File: src/rtl/fifo_rd_packer_pkg.sv
// rtl/fifo_rd_packer_pkg.sv - shared constants and helpers for the FIFO read-side byte packer
package fifo_rd_packer_pkg;

    localparam int PACK_DEF       = 4;
    localparam int LINE_WORDS_DEF = 256;

    // Width able to hold a committed byte count of 0..pack inclusive.
    function automatic int lane_w(input int pack);
        return $clog2(pack + 1);
    endfunction

    typedef logic [lane_w(PACK_DEF)-1:0] cnt_eff_t;

endpackage

File: src/rtl/fifo_rd_packer.sv
// rtl/fifo_rd_packer.sv - pops FIFO entries, packs PACK of them per word, streams words with line framing
// Optional partial-word flush is compiled in with FIFO_RD_PACKER_FLUSH_EN.
module fifo_rd_packer
    import fifo_rd_packer_pkg::*;
#(
    parameter int DATA_WIDTH = 8,
    parameter int PACK       = PACK_DEF,
    parameter int LINE_WORDS = LINE_WORDS_DEF
) (
    input  logic                       rd_clk,
    input  logic                       rd_rst_n,
    input  logic                       fifo_empty,
    input  logic [DATA_WIDTH-1:0]      fifo_dout,
    output logic                       fifo_rd_en,
    output logic [DATA_WIDTH*PACK-1:0] m_data,
    output logic                       m_valid,
    input  logic                       m_ready,
    output logic                       m_last,
    output logic                       line_done,
    input  logic                       flush
);

    localparam int CW = lane_w(PACK);
    localparam int LW = (LINE_WORDS > 1) ? $clog2(LINE_WORDS) : 1;
    localparam int AW = DATA_WIDTH * (PACK - 1);

    localparam logic [CW-1:0] LANE_LAST = CW'(PACK - 1);
    localparam logic [CW-1:0] LANE_FULL = CW'(PACK);
    localparam logic [LW-1:0] LINE_LAST = LW'(LINE_WORDS - 1);

    logic [CW-1:0]             acc_cnt;
    logic                      pend_q;
    logic [AW-1:0]             acc;
    logic [LW-1:0]             line_cnt;
    logic [CW-1:0]             cnt_eff;
    logic                      out_free;
    logic                      pop_ok;
    logic                      complete;
    logic                      accept;
    logic [LW-1:0]             line_nxt;
    logic                      flush_block;
    logic                      flush_emit;
    logic [DATA_WIDTH*PACK-1:0] partial;

    assign cnt_eff  = acc_cnt + CW'(pend_q);
    assign out_free = !m_valid || m_ready;
    assign complete = pend_q && (acc_cnt == LANE_LAST);
    assign accept   = m_valid && m_ready;

    // A completing word leaves through the output register, so the accumulator
    // is free again in that cycle and popping continues without a bubble.
    assign pop_ok = (cnt_eff == LANE_FULL) || (cnt_eff < LANE_LAST) ||
                    ((cnt_eff == LANE_LAST) && out_free);

    assign fifo_rd_en = rd_rst_n && !fifo_empty && pop_ok && !flush_block;

    assign line_nxt = accept ? (m_last ? '0 : line_cnt + LW'(1)) : line_cnt;

    always_comb begin
        partial = '0;
        for (int i = 0; i < PACK - 1; i++) begin
            if (CW'(i) < acc_cnt) begin
                partial[i*DATA_WIDTH +: DATA_WIDTH] = acc[i*DATA_WIDTH +: DATA_WIDTH];
            end
        end
    end

`ifdef FIFO_RD_PACKER_FLUSH_EN
    logic flush_q;
    logic flush_done;

    // The latch waits for any in-flight pop to land before deciding what to emit.
    assign flush_block = flush || flush_q;
    assign flush_emit  = flush_q && !pend_q && (acc_cnt != '0) && out_free;
    assign flush_done  = flush_q && !pend_q && ((acc_cnt == '0) || out_free);

    always_ff @(posedge rd_clk or negedge rd_rst_n) begin
        if (!rd_rst_n) begin
            flush_q <= 1'b0;
        end else begin
            flush_q <= flush || (flush_q && !flush_done);
        end
    end
`else
    logic flush_unused;

    assign flush_unused = flush;
    assign flush_block  = 1'b0;
    assign flush_emit   = 1'b0;
`endif

    always_ff @(posedge rd_clk or negedge rd_rst_n) begin
        if (!rd_rst_n) begin
            acc_cnt   <= '0;
            pend_q    <= 1'b0;
            acc       <= '0;
            line_cnt  <= '0;
            m_data    <= '0;
            m_valid   <= 1'b0;
            m_last    <= 1'b0;
            line_done <= 1'b0;
        end else begin
            pend_q    <= fifo_rd_en;
            line_cnt  <= line_nxt;
            line_done <= accept && m_last;
            if (complete) begin
                m_data  <= {fifo_dout, acc};
                m_valid <= 1'b1;
                m_last  <= (line_nxt == LINE_LAST);
                acc_cnt <= '0;
            end else if (flush_emit) begin
                m_data  <= partial;
                m_valid <= 1'b1;
                m_last  <= 1'b1;
                acc_cnt <= '0;
            end else begin
                if (accept) begin
                    m_valid <= 1'b0;
                end
                if (pend_q) begin
                    for (int i = 0; i < PACK - 1; i++) begin
                        if (acc_cnt == CW'(i)) begin
                            acc[i*DATA_WIDTH +: DATA_WIDTH] <= fifo_dout;
                        end
                    end
                    acc_cnt <= acc_cnt + CW'(1);
                end
            end
        end
    end

endmodule

File: config.mk
export PLATFORM = sky130hd
export DESIGN_NAME = fifo_rd_packer
export DESIGN_NICKNAME = d
export VERILOG_FILES = /design/src/rtl/fifo_rd_packer_pkg.sv /design/src/rtl/fifo_rd_packer.sv
export SDC_FILE = /design/constraint.sdc
export NUM_CORES = 1
export LEC_CHECK = 0
export ABC_AREA = 1
export BUFFER_PORTS_ARGS = -buffer_cell sky130_fd_sc_hd__buf_2
export CAP_MARGIN = 20
export CORE_ASPECT_RATIO = 2
export CORE_MARGIN = 2
export CORE_UTILIZATION = 50
export DETAILED_ROUTE_END_ITERATION = 8
export GPL_ROUTABILITY_DRIVEN = 0
export GPL_TIMING_DRIVEN = 0
export PLACE_DENSITY = 0.74
export SLEW_MARGIN = 10
export SYNTH_ARGS = -nofsm -noshare
export SYNTH_HDL_FRONTEND = slang
export SYNTH_SLANG_ARGS = --single-unit
File: constraint.sdc
create_clock -name rd_clk -period 1.35 [get_ports rd_clk]
set_clock_uncertainty 0.05 [all_clocks]
set_input_delay 0.0675 -clock rd_clk [delete_from_list [all_inputs] [get_ports rd_clk]]
set_output_delay 0.0675 -clock rd_clk [all_outputs]
set_load 0.1 [all_outputs]
==> results.sh <==
export IMPL_outcome="finished with violations"
export IMPL_violations="negative hold slack, negative setup slack"
export IMPL_drtIter0Drc=92
export IMPL_hold_slack_ns=-0.451
export IMPL_antennaDiodeCount=0
export IMPL_fmax_mhz=519
export IMPL_ys_seq_area_share_pct=60.0
export IMPL_startpoint_type="register"
export IMPL_dieArea_mm2=0.00659
export IMPL_die_y_um=113
export IMPL_grt_pass1_wl_um=11200
export IMPL_min_period_ns=1.93
export IMPL_slowest_delay_ns=0.43
export IMPL_insertion_delay_ns=0.33
export IMPL_cts_hold_buf=1
export IMPL_clockBufferDepth=2
export IMPL_grt_overflow=0
export IMPL_synthSimpleGateAreaFrac_pct=23.0
export IMPL_hp_class="input port to async pin"
export IMPL_r2r_end="acc[17]$_DFFE_PN0P_"
export IMPL_ys_seq_elements=71
export IMPL_worst_r2r_cell_count=10
export IMPL_setup_viol=60
export IMPL_cts_tree="built"
export IMPL_cts_root_buf="clkbuf_16"
export IMPL_finalSetupTns_ns=-12.10
export IMPL_drc=0
export IMPL_grt_max_degree=59
export IMPL_cts_sinks=71
export IMPL_r2r_slack_ns=-0.34
export IMPL_synth_top_family_by_area="simple AND/OR/NAND/NOR gates"
export IMPL_hold_viol_final=71
export IMPL_syn_nets=348
export IMPL_synth_compound_area_share_pct=8.07
export IMPL_synth_warnings=0
export IMPL_path_class="register to output pin"
export IMPL_track_usage_pct=23.3
export IMPL_htree_levels=3
export IMPL_dpl_cell_count=437
export IMPL_vias=2397
export IMPL_syn_inst=328
export IMPL_r2r_start="acc_cnt[0]$_DFFE_PN0P_"
export IMPL_core_mm2=0.00571
export IMPL_path_buf_inv=1
export IMPL_io_buffers=47
export IMPL_worst_setup_path_end_kind="output pin"
export IMPL_path_common_cell="ha_4"
export IMPL_postRouteAntennaNets=0
export IMPL_wire_per_inst_um=14.8
export IMPL_dr_pass1_iters=5
export IMPL_dp_hpwl_um=4620
export IMPL_synth_fa_ha_area_share_pct=2.96
export IMPL_cpLargestDelayFamily="flip-flops"
export IMPL_cts_buffers=9
export IMPL_io_pins=49
export IMPL_synthXorXnorAreaFrac_pct=0
export IMPL_wl_um=6880
export IMPL_cp_slowest_cell="dfrtp_2"
export IMPL_setup_ws_ns=-0.578
export IMPL_synthMuxAreaShare_pct=0
export IMPL_nets=422
export IMPL_stdcell_area_mm2=0.00409
export IMPL_maxCapViolations=0
export IMPL_slew_headroom_pct=67.4
export IMPL_drive_gt1_share_pct=35.6
export IMPL_finalCritPeriodShare_pct=143
export IMPL_critPathArrivalTime_ns=1.81
export IMPL_worstPathMaxFanout=2
export IMPL_viasPerCell=5.14
export IMPL_start_util_pct=51.9
export IMPL_placed_cell_area_mm2=0.00344
export IMPL_tightest_slew_ns=0.492
export IMPL_row_count=39
export IMPL_grt_pass1_vias=2386
export IMPL_dieWidth_um=58.4
export IMPL_path_cells="ha_4 > ha_4 > o21ai_2 > nor2_2 > a311oi_4 > buf_12"
export IMPL_antenna_found_initial=0
export IMPL_cp_required_ns=1.23
export IMPL_path_clk_slew_ns=0.05
export IMPL_slew_viol_final=0
export IMPL_syn_avg_cell_area_um2=9.03
export IMPL_synth_cell_area_mm2=0.00296
export IMPL_rsz0062_at_grt="true"
export IMPL_area_growth_pct=38.2
export IMPL_final_cells=466
export IMPL_synth_cell_types=19
-- state kept, by name (all words and copies together) (netlist names) --
signal     cells
m_data        32
acc_cnt        3
pend_q         1
m_valid        1
acc           24
m_last         1
line_cnt       8
line_done      1
-- cell usage in the layout, fill, tap and decap left out, drive strengths merged --
cell / n
a21oi: 3
a311oi: 1
and2: 1
buf: 70
bufinv: 1
clkbuf: 12
clkinv: 2
clkinvlp: 1
dfrtp: 71
dlygate4sd3: 1
ha: 7
inv: 30
nand2: 134
nand3: 10
nor2: 20
nor3: 4
o21ai: 37
-- per-stage QoR --
step | hold slack, ns | setup WS, ns | util [%]
after floorplan | -0.278 | -0.935 | -
after global placement | 0.237 | -1.03 | 59.7
after detailed placement | -0.108 | -0.633 | 60.2
after CTS | -0.460 | -0.567 | 69.3
after global routing | -0.451 | -0.647 | 71.7
final | -0.451 | -0.578 | 71.7
-- routing by layer --
layer  GRT usage (%)  vias up  share of wire (%)
li1                -     1168                  -
met1            26.1     1155                 37
met4            13.0        0                3.5
met5               0        -                  0
met3            6.74       16                3.4
met2            38.4       58                 56
-- synthesized netlist by cell type, drive strengths merged --
master    n  area (µm²)
a21oi     3        15.0
a311oi    1        8.76
and2      1        6.26
buf       6        48.8
clkbuf    4        15.0
dfrtp    71        1780
ha        7        87.6
inv      30         113
nand2   134         515
nand3    10        50.1
nor2     20        90.1
nor3      4        20.0
o21ai    37         215
-- worst register-to-register path, stage by stage, from the launching register on --
cell,delay (ns)
dfrtp_1,0.41
buf_6,0.15
ha_4,0.18
nand2_4,0.09
nand2_4,0.05
nor2_4,0.16
buf_12,0.15
nand2_8,0.07
buf_8,0.16
nand2_1,0.05
o21ai_1,0.06
-- worst max-delay path by stage --
stage	from	end	slack [ns]	cells after the start
finish	pend_q$_DFF_PN0_	fifo_rd_en	-0.58	6
global route	pend_q$_DFF_PN0_	fifo_rd_en	-0.65	6
CTS	pend_q$_DFF_PN0_	fifo_rd_en	-0.57	6
detailed placement	pend_q$_DFF_PN0_	fifo_rd_en	-0.63	6
global placement	rd_rst_n	fifo_rd_en	-1.03	4
floorplan	pend_q$_DFF_PN0_	pend_q$_DFF_PN0_	-0.94	5
-- logic make-up (layout without fill, tap and decap cells) --
family,Yosys count,in the layout
buffers and inverters,40,117
adders and majority gates,7,7
DFF,71,71
and+or+nand+nor,169,169
AOI/OAI and AO/OA,41,41
-- layout make-up --
| class | count | area [µm²] |
|---|---|---|
| sequential | 71 | 1780 |
| buffer | 9 | 130 |
| clock inverter | 4 | 47.5 |
| fill | 428 | 1620 |
| timing repair buffer | 64 | 465 |
| tap | 61 | 76.3 |
| multi-input combinational | 217 | 1230 |
| clock buffer | 10 | 239 |
| inverter | 30 | 120 |
-- what timing repair did --
action | in CTS | in global routing
setup buffers | 11 | 1
endpoints found under the setup margin | 60 | 61
cloned | 3 | 0
endpoints found under the hold margin | 73 | 71
pin swaps | 7 | 0
gates resized for setup | 23 | 45
Power is not shown: default switching activity piles up to over one toggle a cycle in this logic, so the estimate is an artifact.
